<file path="src/rtl/usr_seq_pkg.sv">
// rtl/usr_seq_pkg.sv - shared encodings for the usr command sequencer
package usr_seq_pkg;

    // Command opcodes as seen on cmd_op
    typedef enum logic [1:0] {
        OP_LOAD = 2'b00,
        OP_SHR  = 2'b01,
        OP_SHL  = 2'b10,
        OP_ROTR = 2'b11
    } op_t;

    // Mode encodings understood by the usr shift register
    localparam logic [1:0] MODE_HOLD = 2'b00;
    localparam logic [1:0] MODE_SHR  = 2'b01;
    localparam logic [1:0] MODE_SHL  = 2'b10;
    localparam logic [1:0] MODE_LOAD = 2'b11;

    // Sequencer FSM states
    typedef enum logic [1:0] {
        ST_IDLE = 2'b00,
        ST_EXEC = 2'b01,
        ST_RESP = 2'b10
    } state_t;

endpackage

</file>
<file path="src/rtl/usr_seq_usr.sv">
// rtl/usr_seq_usr.sv - 4-bit universal shift register (hold/shr/shl/load)
module usr
    import usr_seq_pkg::*;
(
    input  logic       clock,
    input  logic       reset,
    input  logic [1:0] mode,
    input  logic [3:0] datain,
    output logic [3:0] dataout
);

    // Register update: serial bit always comes from datain[0]
    always_ff @(posedge clock or posedge reset) begin
        if (reset) begin
            dataout <= 4'b0000;
        end else begin
            case (mode)
                MODE_SHR:  dataout <= {datain[0], dataout[3:1]};
                MODE_SHL:  dataout <= {dataout[2:0], datain[0]};
                MODE_LOAD: dataout <= datain;
                default:   dataout <= dataout;
            endcase
        end
    end

endmodule

</file>
<file path="src/rtl/usr_seq.sv">
// rtl/usr_seq.sv - command sequencer driving the usr shift register
module usr_seq
    import usr_seq_pkg::*;
#(
    parameter int WIDTH = 4,
    parameter int CNT_W = 3
) (
    input  logic             clock,
    input  logic             reset,
    input  logic             cmd_valid,
    output logic             cmd_ready,
    input  logic [1:0]       cmd_op,
    input  logic [WIDTH-1:0] cmd_data,
    input  logic [CNT_W-1:0] cmd_count,
    input  logic             cmd_sin,
    output logic             rsp_valid,
    input  logic             rsp_ready,
    output logic [WIDTH-1:0] rsp_data,
    output logic             busy
);

    state_t             state;
    op_t                op_q;
    logic [WIDTH-1:0]   data_q;
    logic [CNT_W-1:0]   count_q;
    logic               sin_q;
    logic [CNT_W-1:0]   remaining;

    logic [1:0]         mode;
    logic [WIDTH-1:0]   datain;
    logic [WIDTH-1:0]   dout;

    usr u_usr (
        .clock   (clock),
        .reset   (reset),
        .mode    (mode),
        .datain  (datain),
        .dataout (dout)
    );

    // The register holds outside RESP too, so its output is the response payload directly
    assign rsp_data = dout;

    // Mode/data mux: only EXEC moves the register, everything else holds
    always_comb begin
        mode   = MODE_HOLD;
        datain = '0;
        if (state == ST_EXEC) begin
            case (op_q)
                OP_LOAD: begin
                    mode   = MODE_LOAD;
                    datain = data_q;
                end
                OP_SHR: begin
                    mode   = MODE_SHR;
                    datain = {{(WIDTH-1){1'b0}}, sin_q};
                end
                OP_SHL: begin
                    mode   = MODE_SHL;
                    datain = {{(WIDTH-1){1'b0}}, sin_q};
                end
                default: begin
                    // Rotate right is a right shift that refills with the outgoing LSB
                    mode   = MODE_SHR;
                    datain = {{(WIDTH-1){1'b0}}, dout[0]};
                end
            endcase
        end
    end

    // Control FSM with registered handshake/status outputs and step counter
    always_ff @(posedge clock or posedge reset) begin
        if (reset) begin
            state     <= ST_IDLE;
            cmd_ready <= 1'b1;
            rsp_valid <= 1'b0;
            busy      <= 1'b0;
            op_q      <= OP_LOAD;
            data_q    <= '0;
            count_q   <= '0;
            sin_q     <= 1'b0;
            remaining <= '0;
        end else begin
            case (state)
                ST_IDLE: begin
                    if (cmd_valid) begin
                        op_q      <= op_t'(cmd_op);
                        data_q    <= cmd_data;
                        count_q   <= cmd_count;
                        sin_q     <= cmd_sin;
                        cmd_ready <= 1'b0;
                        busy      <= 1'b1;
                        if (op_t'(cmd_op) == OP_LOAD) begin
                            remaining <= CNT_W'(1);
                            state     <= ST_EXEC;
                        end else if (cmd_count != '0) begin
                            remaining <= cmd_count;
                            state     <= ST_EXEC;
                        end else begin
                            // Zero-step shift: nothing to execute, answer with current contents
                            state     <= ST_RESP;
                            rsp_valid <= 1'b1;
                        end
                    end
                end
                ST_EXEC: begin
                    remaining <= remaining - CNT_W'(1);
                    if (remaining == CNT_W'(1)) begin
                        state     <= ST_RESP;
                        rsp_valid <= 1'b1;
                    end
                end
                ST_RESP: begin
                    // Return to IDLE for at least one cycle before the next accept
                    if (rsp_ready) begin
                        state     <= ST_IDLE;
                        rsp_valid <= 1'b0;
                        busy      <= 1'b0;
                        cmd_ready <= 1'b1;
                    end
                end
                default: begin
                    state     <= ST_IDLE;
                    rsp_valid <= 1'b0;
                    busy      <= 1'b0;
                    cmd_ready <= 1'b1;
                end
            endcase
        end
    end

endmodule

</file>
<file path="config.mk">
export PLATFORM = sky130hd
export DESIGN_NAME = usr_seq
export DESIGN_NICKNAME = d
export VERILOG_FILES = /design/src/rtl/usr_seq_pkg.sv /design/src/rtl/usr_seq_usr.sv /design/src/rtl/usr_seq.sv
export SDC_FILE = /design/constraint.sdc
export NUM_CORES = 1
export LEC_CHECK = 0
export BUFFER_PORTS_ARGS = -buffer_cell sky130_fd_sc_hd__buf_2
export CORE_UTILIZATION = 25
export DETAILED_ROUTE_END_ITERATION = 8
export PLACE_DENSITY_LB_ADDON = 0.05
export SKIP_LAST_GASP = 1
export SYNTH_ARGS = -nofsm -noshare
export SYNTH_HDL_FRONTEND = slang
export SYNTH_SLANG_ARGS = --single-unit
</file>
<file path="constraint.sdc">
create_clock -name clock -period 3.4 [get_ports clock]
set_input_delay 0 -clock clock [delete_from_list [all_inputs] [get_ports clock]]
set_output_delay 0 -clock clock [all_outputs]
set_load 0.1 [all_outputs]
</file>
Yosys cells after proc, flatten, opt, wreduce, memory -nomap -nowiden
Index checks and enable logic that the tools add are counted.

Logic and storage cells: 63. Input bits: 14. Output and inout bits: 7. Register bits: 19.

Equal/unequal tests: 14. Muxes and demuxes: 26. Bitwise logic cells: 1. $add $sub $neg: 1. Reduce and logical (&&, ||, !) cells: 12.

Operator list (count): two-way mux 2 bit (6); one-hot mux 4 bit (3 select lines) (1); two-way mux 3 bit (3); one-hot mux 1 bit (3 select lines) (3); AND reduction 3 bit (3); == test 2 bit, second input constant (4); two-way mux 1 bit (8); inequality test 2 bit, second input constant (4); one-hot mux 4 bit (2 select lines) (1); == test 2 x 1 -> 1 bit, second input constant (3); logical NOT 2 bit (3); one-hot mux 2 bit (3 select lines) (1); one-hot mux 3 bit (2 select lines) (1); nonzero test 3 bit (2); AND reduction 5 bit (1); two-way mux 4 bit (1); one-hot mux 2 bit (2 select lines) (1); == test 3 x 1 -> 1 bit, second input constant (1); inequality test 3 bit, second input constant (1); subtractor 3 x 1 -> 3 bit, second input constant (1); inequality test 2 x 1 -> 1 bit, second input constant (1); AND reduction 2 bit (1); nonzero test 2 bit (1); OR reduction 2 bit (1); NOT 1 bit (1).

Depth between registers and ports, before layout
Gate-level depths: netlist of the first run.

Depth after elaboration: 5. Mapped depth: 5. Gate-level depth less buffers: 5.

Modules after synthesis
From an unflattened synthesis of the first run, not the netlist that was laid out.

Cell total of the unflattened synthesis: 96. Area total of the unflattened synthesis: 1109.8 µm².

By module, submodules not included: usr_seq (times used 1, cells each 85, sequential area each 376.6 µm², area an instance 908.4 µm²); usr (times used 1, cells each 11, sequential area each 100.1 µm², area an instance 201.4 µm²).

Least setup slack after synthesis of the first run
OpenSTA, ideal clock, no wires.

Path kind: flip-flop to flip-flop. Start: register u_usr.dataout[0]. End: register u_usr.dataout[1]. Path slack: 1903 ps. Data required time: 3318 ps. Buffers on the path: 0. Period minus slack after synthesis: 1497 ps. Stages on the path, launching flop included: 4. Library setup time: 82 ps. Arrival: 1415 ps. Path through: dfrtp_1 > mux2_2 > nand2_1 > a31oi_1.

Cells in the longest elaborated chain, start to end: 1.

RTL lines: start: declaration (RTL line usr_seq_usr.sv:9) `output logic [3:0] dataout`; start signal: assignment (RTL line usr_seq_usr.sv:18) `MODE_SHR: dataout <= {datain[0], dataout[3:1]};`; start signal: assignment (RTL line usr_seq_usr.sv:19) `MODE_SHL: dataout <= {dataout[2:0], datain[0]};`; start signal: assignment (RTL line usr_seq_usr.sv:20) `MODE_LOAD: dataout <= datain;`; one-hot mux 4 bit (3 select lines) (RTL line usr_seq_usr.sv:17) `case (mode)`.

Every way passes these cells. A chain may end at the register's enable or synchronous reset.

Final worst setup path of the first run
Start: register state[1]. End: register data_q[3].

Cells in the longest elaborated chain, start to end: 2.

RTL lines: start: declaration (RTL line usr_seq.sv:22) `state_t state;`; start signal: assignment (RTL line usr_seq.sv:74) `state <= ST_IDLE;`; start signal: assignment (RTL line usr_seq.sv:95) `state <= ST_EXEC;`; start signal: assignment (RTL line usr_seq.sv:98) `state <= ST_EXEC;`; logical NOT 2 bit (RTL line usr_seq.sv:84) `case (state)`; AND reduction 2 bit (no line); end signal: assignment (RTL line usr_seq.sv:88) `data_q <= cmd_data;`; end: declaration (RTL line usr_seq.sv:24) `logic [WIDTH-1:0] data_q;`.

Every way passes these cells.

==> results of run 1 <==
-- state kept, by name (all words and copies together), names as in the netlist --
name           flops
busy               1
cmd_ready          1
data_q             4
op_q               2
remaining          3
rsp_valid          1
sin_q              1
state              2
u_usr.dataout      4
-- final timing paths --
path / startpoint / endpoint / slack, ns / cells past startpoint
min in group asynchronous: reset / u_usr.dataout[2] / 0.42 / 3
worst max register to register: state[1] / data_q[3] / 1.88 / 2
worst min register to register: rsp_valid / rsp_valid / 0.47 / 2
max in group asynchronous: reset / data_q[2] / 2.51 / 3
worst max-delay path: state[1] / data_q[3] / 1.88 / 2
worst min-delay path: cmd_op[0] / op_q[0] / 0.02 / 3
-- metrics by stage --
step / instance area [µm²] / hold WS (ns) / utilization [%] / cells
final: 1310 / 0.0223 / 32.6 / 181
after global routing: 1310 / 0.0380 / 32.6 / 181
after CTS: 1310 / 0.0214 / 32.6 / 181
after detailed placement: 1190 / 0.191 / 29.7 / 170
after global placement: 1190 / 0.187 / 29.7 / 170
after floorplan: 1050 / -0.0496 / - / 103
-- per-layer routing --
| layer | wire (µm) | global-route usage [%] | vias up |
|---|---|---|---|
| li1 | - | - | 432 |
| met1 | 1260 | 17.1 | 382 |
| met2 | 860 | 15.4 | 17 |
| met3 | 107 | 4.11 | 2 |
| met4 | 17 | 2.39 | 0 |
| met5 | 0 | 0 | - |
-- worst min-delay path: stages --
cell                      delay (ns)
sky130_fd_sc_hd__buf_2          0.12
sky130_fd_sc_hd__nand2_1        0.05
sky130_fd_sc_hd__o21ai_0        0.06
-- kinds of logic after synthesis --
kind of cell / after synthesis
AND/OR/NAND/NOR: 31
AO/OA/AOI/OAI: 30
flip-flops: 19
buffers and inverters: 11
multiplexers: 6
adder cells (fa/ha/maj): 6
-- cell usage in the layout, fill, tap and decap left out, types with 2 or more instances in the layout --
cell	count
sky130_fd_sc_hd__a21oi_1	4
sky130_fd_sc_hd__a32oi_1	3
sky130_fd_sc_hd__ha_1	6
sky130_fd_sc_hd__dlygate4sd3_1	7
sky130_fd_sc_hd__inv_1	8
sky130_fd_sc_hd__o21ai_0	7
sky130_fd_sc_hd__dfrtp_1	18
sky130_fd_sc_hd__nand3_1	6
sky130_fd_sc_hd__o31ai_1	2
sky130_fd_sc_hd__a31oi_1	4
sky130_fd_sc_hd__mux2_2	6
sky130_fd_sc_hd__nand2b_1	3
sky130_fd_sc_hd__buf_2	20
sky130_fd_sc_hd__nand2_1	7
sky130_fd_sc_hd__clkbuf_8	3
sky130_fd_sc_hd__nor2_1	8
-- layout make-up --
cell class	count	area [µm²]	area share [%]
multi-input cells	73	520	39.9
clock buffers	4	45.0	3.45
well taps	50	62.6	4.79
repair buffers	27	170	13.0
inverters	8	30.0	2.30
flip-flops and latches	19	477	36.5
==> impl_metrics.sql, run 1 <==
INSERT INTO impl_metrics (metric_group, metric, value, unit) VALUES
('setup_path', 'worst-path-buf-inv', '0', ''),
('detailed_routing', 'drt_pass1_iterations', '4', ''),
('placement', 'gp_congestion', '0.706', ''),
('timing', 'grt_setup_unrepaired', 'no', ''),
('detailed_routing', 'route.detailed.vias_per_inst', '4.60', ''),
('detailed_routing', 'drc', '0', ''),
('timing', 'timing.setup.tns', '0', 'ns'),
('run_status', 'run_status', 'completed', ''),
('synthesis', 'synth.lib_cells_used.distinct', '33', ''),
('timing', 'timing_hold_violations_final', '0', ''),
('synthesis', 'combinational_family_with_the_most_area_after_synthesis', 'compound AO/OA/AOI/OAI gates', ''),
('final_layout', 'fillers', '434', ''),
('global_route', 'grt_max_degree', '20', ''),
('synthesis', 'synth-seq-cells', '19', ''),
('synthesis', 'synth_sequential_area_ratio', '45.5', '%'),
('setup_path', 'worst_ep_required', '3.54', 'ns'),
('timing', 'timing.final.setup_violations', '0', ''),
('setup_path', 'setup.worst_path.end_class', 'register', ''),
('synthesis', 'synthesized_area_per_cell', '10.2', 'µm²'),
('setup_path', 'cp_max_fo', '11', ''),
('synthesis', 'synth_compound_gate_area_share', '20.2', '%'),
('placement', 'place.port_buffers', '20', ''),
('setup_path', 'timing.setup.critical_path_class', 'reg -> reg', ''),
('timing', 'final_max_slew_viol_count', '0', ''),
('synthesis', 'synth-async-reset-ratio', '100', '%'),
('worst_hold_path', 'timing.hold.worst.class', 'in -> reg', ''),
('timing', 'slew-limit-headroom', '49.5', '%'),
('floorplan', 'die-area', '0.00446', 'mm²'),
('synthesis', 'yosys_most_used_dff', 'sky130_fd_sc_hd__dfrtp_1', ''),
('timing', 'slew_at_the_pin_closest_to_its_max_slew_limit', '0.756', 'ns'),
('cts', 'clkSlewWorstSetupHoldPaths', '0.07', 'ns'),
('final_layout', 'nNetsFinal', '152', ''),
('synthesis', 'instance_count_of_the_mapped_netlist', '103', ''),
('setup_path', 'max_stage_delay', '0.51', 'ns'),
('setup_path', 'crit_chain', 'nor3b_4 > mux2_2', ''),
('detailed_routing', 'route.detailed.wl_per_inst', '12.4', 'µm'),
('detailed_routing', 'drt_iter0_markers', '61', ''),
('cts', 'clk_latency', '0.25', 'ns'),
('floorplan', 'placementRows', '23', ''),
('synthesis', 'number_of_enable_flip_flop_cells_after_synthesis', '0', ''),
('detailed_routing', 'route.final.wire_length', '2240', 'µm'),
('global_route', 'initial_antenna_violation_count', '0', ''),
('synthesis', 'synth_top_cells_by_area', 'sky130_fd_sc_hd__dfrtp_1, sky130_fd_sc_hd__ha_1, sky130_fd_sc_hd__mux2_2', ''),
('floorplan', 'initial_core_util', '26.2', '%'),
('synthesis', 'yosys.cell_count.top_type', 'sky130_fd_sc_hd__dfrtp_1', ''),
('timing', 'clock.fmax', '659', 'MHz'),
('cts', 'post-cts-setup-buffer-count', '0', ''),
('setup_path', 'cp_data_arrival_time', '1.66', 'ns'),
('cts', 'cts_tree', 'yes', ''),
('setup_path', 'launching_element_type_of_the_critical_path', 'register', ''),
('floorplan', 'i_o_pin_count', '21', ''),
('cts', 'cts.hold.buffers_added', '7', ''),
('placement', 'dp_hpwl', '1690', 'µm'),
('setup_path', 'crit_slowest_cell', 'sky130_fd_sc_hd__nor3b_4', ''),
('cts', 'htreeDepth', '1', ''),
('final_layout', 'post_route_cells_drive_above_1_share', '26.7', '%'),
('job', 'maxCapViolations', '0', ''),
('global_route', 'grt_pass1_wl', '3730', 'µm'),
('placement', 'placement.setup.worst_slack', '1.86', 'ns'),
('global_route', 'global_route.overflow_total', '0', ''),
('synthesis', 'muxShareOfSynthArea', '6.44', '%'),
('synthesis', 'synth.cells.most_frequent', 'sky130_fd_sc_hd__dfrtp_1, sky130_fd_sc_hd__inv_1, sky130_fd_sc_hd__nor2_1', ''),
('floorplan', 'placeableCoreArea', '0.00400', 'mm²'),
('cts', 'cts.sinks', '19', ''),
('timing', 'setup_slack', '1.88', 'ns'),
('synthesis', 'simple_gate_area_share_of_the_yosys_netlist', '15.9', '%'),
('synthesis', 'synthXorXnorAreaFrac', '0', '%'),
('timing', 'fin_crit_share', '44.6', '%'),
('floorplan', 'chipWidth', '66.8', 'µm'),
('synthesis', 'synth-adder-area-share', '7.16', '%'),
('setup_path', 'timing.critical_path.max_delay_family', 'simple AND/OR/NAND/NOR gates', '');
Power of run 1 is left out: the tool's default activity adds up to more than one toggle a clock period on the data nets, which glitch-free logic cannot reach.
==> run 2, diff against run 1 <==
==> constraint.sdc (replaced) <==
create_clock -name clock -period 1.5 [get_ports clock]
set_input_delay 0 -clock clock [delete_from_list [all_inputs] [get_ports clock]]
set_output_delay 0 -clock clock [all_outputs]
set_load 0.1 [all_outputs]
==> run 2 against run 1 <==
Against the previous run: register-to-register slack lost 1.8 ns; wire length grew 4.8%; sequential share of layout area shrank 0.99 points; design area up 2.8%; first-iteration DRC count is 52% lower; worst setup slack lost 1.8 ns; critical path depth grew 3; utilization rose by 0.91 points; via count increased by 7.1%; sequential cell count is the same; die area did not move; largest cell class unchanged; count of clock-buffer cells in the layout decreased by 1; critical path type unchanged.
==> impl_metrics.sql, run 2 (synthesis results as in run 1) <==
INSERT INTO impl_metrics (metric_group, metric, value, unit) VALUES
('floorplan', 'y_dimension_of_the_die', '66.8', 'µm'),
('worst_hold_path', 'whs_path_depth', '3', ''),
('floorplan', 'initial_core_util', '26.2', '%'),
('floorplan', 'i_o_pin_count', '21', ''),
('detailed_routing', 'route.final.wire_length', '2350', 'µm'),
('setup_path', 'cp_data_arrival_time', '1.55', 'ns'),
('floorplan', 'die-area', '0.00446', 'mm²'),
('placement', 'dp_hpwl', '1760', 'µm'),
('floorplan', 'chipWidth', '66.8', 'µm'),
('detailed_routing', 'drtAntennaViolNets', '0', ''),
('floorplan', 'placementRows', '23', ''),
('cts', 'clkSlewWorstSetupHoldPaths', '0.07', 'ns'),
('global_route', 'initial_antenna_violation_count', '0', ''),
('timing', 'slew_at_the_pin_closest_to_its_max_slew_limit', '0.485', 'ns'),
('final_layout', 'post_route_cells_drive_above_1_share', '31.3', '%'),
('timing', 'fin_crit_share', '95.9', '%'),
('setup_path', 'max_stage_delay', '0.40', 'ns'),
('setup_path', 'crit_chain', 'inv_1 > ha_1 > a221o_1 > nand3_1 > a41oi_1', ''),
('cts', 'cts.root.buffer_cell', 'sky130_fd_sc_hd__clkbuf_8', ''),
('final_layout', 'fin_area', '0.00134', 'mm²'),
('detailed_routing', 'route.vias.total', '892', ''),
('cts', 'cts_buffer_depth', '2', ''),
('timing', 'slew-limit-headroom', '67.9', '%'),
('placement', 'placement_stage_cell_area', '0.00123', 'mm²'),
('final_layout', 'nNetsFinal', '155', ''),
('placement', 'gp_congestion', '0.722', ''),
('final_layout', 'final_common_cell', 'sky130_fd_sc_hd__buf_2', ''),
('setup_path', 'worst_ep_required', '1.61', 'ns'),
('global_route', 'globalRouteTotalUtil', '12.0', '%'),
('setup_path', 'timing.setup.critical_path_class', 'reg -> reg', ''),
('setup_path', 'cp_max_fo', '4', ''),
('floorplan', 'placeableCoreArea', '0.00400', 'mm²'),
('timing', 'post-route-min-period', '1.44', 'ns'),
('setup_path', 'setup.worst_path.end_class', 'register', ''),
('run_status', 'run_status', 'completed', ''),
('setup_path', 'launching_element_type_of_the_critical_path', 'register', ''),
('detailed_routing', 'route.detailed.wl_per_inst', '12.8', 'µm'),
('timing', 'grt_setup_unrepaired', 'yes', ''),
('global_route', 'grt_pass1_vias', '816', ''),
('detailed_routing', 'drt_pass1_iterations', '4', ''),
('cts', 'cts_tree', 'yes', ''),
('timing', 'clock.fmax', '695', 'MHz'),
('final_layout', 'most-common-layout-cells', 'sky130_fd_sc_hd__buf_2, sky130_fd_sc_hd__dfrtp_1, sky130_fd_sc_hd__nor2_1', ''),
('job', 'maxCapViolations', '0', ''),
('final_layout', 'diodes', '0', ''),
('global_route', 'grt_pass1_wl', '3890', 'µm'),
('final_layout', 'layout_top_registers', 'data_q (4), u_usr.dataout (4), remaining (3)', ''),
('setup_path', 'reg2regPathDepth', '5', ''),
('cts', 'htreeDepth', '1', ''),
('detailed_routing', 'drt_iter0_markers', '29', ''),
('detailed_routing', 'route.detailed.vias_per_inst', '4.85', ''),
('global_route', 'grt_max_degree', '20', ''),
('final_layout', 'fillers', '421', ''),
('placement', 'place.port_buffers', '20', ''),
('timing', 'timing.setup.tns', '0', 'ns'),
('cts', 'cts.sinks', '19', ''),
('timing', 'final_max_slew_viol_count', '0', ''),
('setup_path', 'crit_slowest_cell', 'sky130_fd_sc_hd__dfrtp_1', ''),
('cts', 'post-cts-setup-buffer-count', '0', ''),
('timing', 'timing_hold_violations_final', '0', ''),
('global_route', 'global_route.overflow_total', '0', ''),
('timing', 'timing.final.setup_violations', '0', ''),
('worst_hold_path', 'timing.hold.worst.class', 'in -> reg', ''),
('detailed_routing', 'drc', '0', ''),
('cts', 'clk_latency', '0.25', 'ns'),
('final_layout', 'layout-area-overhead-vs-synth', '27.9', '%'),
('cts', 'cts_made_buffers', '3', ''),
('timing', 'clk_skew', '0.00235', 'ns');
==> run 2: final cells by class <==
cell class	count	area, µm²	share of cell area [%]
Timing Repair Buffer	30	203	15.1
Inverter	8	30.0	2.24
Clock buffer	3	41.3	3.08
Tap cell	50	62.6	4.66
Multi-Input combinational cell	73	523	39.0
Sequential cell	19	477	35.5
Clock inverter	1	5.00	0.373
==> run 2: final timing paths <==
path	startpoint	endpoint	slack, ns
min in group asynchronous	reset	busy	0.31
max in group asynchronous	reset	cmd_ready	0.93
hold / removal	cmd_op[0]	op_q[0]	0.01
setup reg to reg	op_q[1]	u_usr.dataout[3]	0.06
setup / recovery	op_q[1]	u_usr.dataout[3]	0.06
hold reg to reg	rsp_valid	rsp_valid	0.48
==> run 2: stage by stage <==
stage / utilization (%) / setup slack, ns / std cells / hold WS [ns]
5_1_grt: 33.5 / -0.00991 / 184 / 0.0388
6_report: 33.5 / 0.0608 / 184 / 0.0137
3_5_place_dp: 30.8 / 0.0396 / 174 / 0.0411
4_1_cts: 33.5 / 0.0209 / 184 / 0.0118
3_3_place_gp: 30.8 / 0.0754 / 174 / 0.0477
2_1_floorplan: - / 0.00346 / 103 / -0.0496
==> run 2: timing repair <==
item,CTS,global route
gates resized for setup,0,2
hold endpoints to repair,23,0
hold buffers,6,0
setup endpoints to repair,0,4
==> run 2: layer usage <==
metal | wire [µm] | global-route usage (%) | up-vias | share of wire, %
met2 | 1050 | 17.3 | 21 | 45
met3 | 97 | 2.57 | 2 | 4.1
li1 | - | - | 438 | -
met4 | 20 | 3.99 | 0 | 0.85
met5 | 0 | 0 | - | 0
met1 | 1180 | 17.4 | 431 | 50
==> run 2: worst max-delay path: cells and delay by family (launching register included) <==
kind / cells / cell delay (ns)
AO/OA/AOI/OAI: 2 / 0.48
buffers and inverters: 1 / 0.07
AND/OR/NAND/NOR: 1 / 0.09
adder cells (fa/ha/maj): 1 / 0.27
flip-flops: 1 / 0.40
Power of run 2 is left out for the same reason.
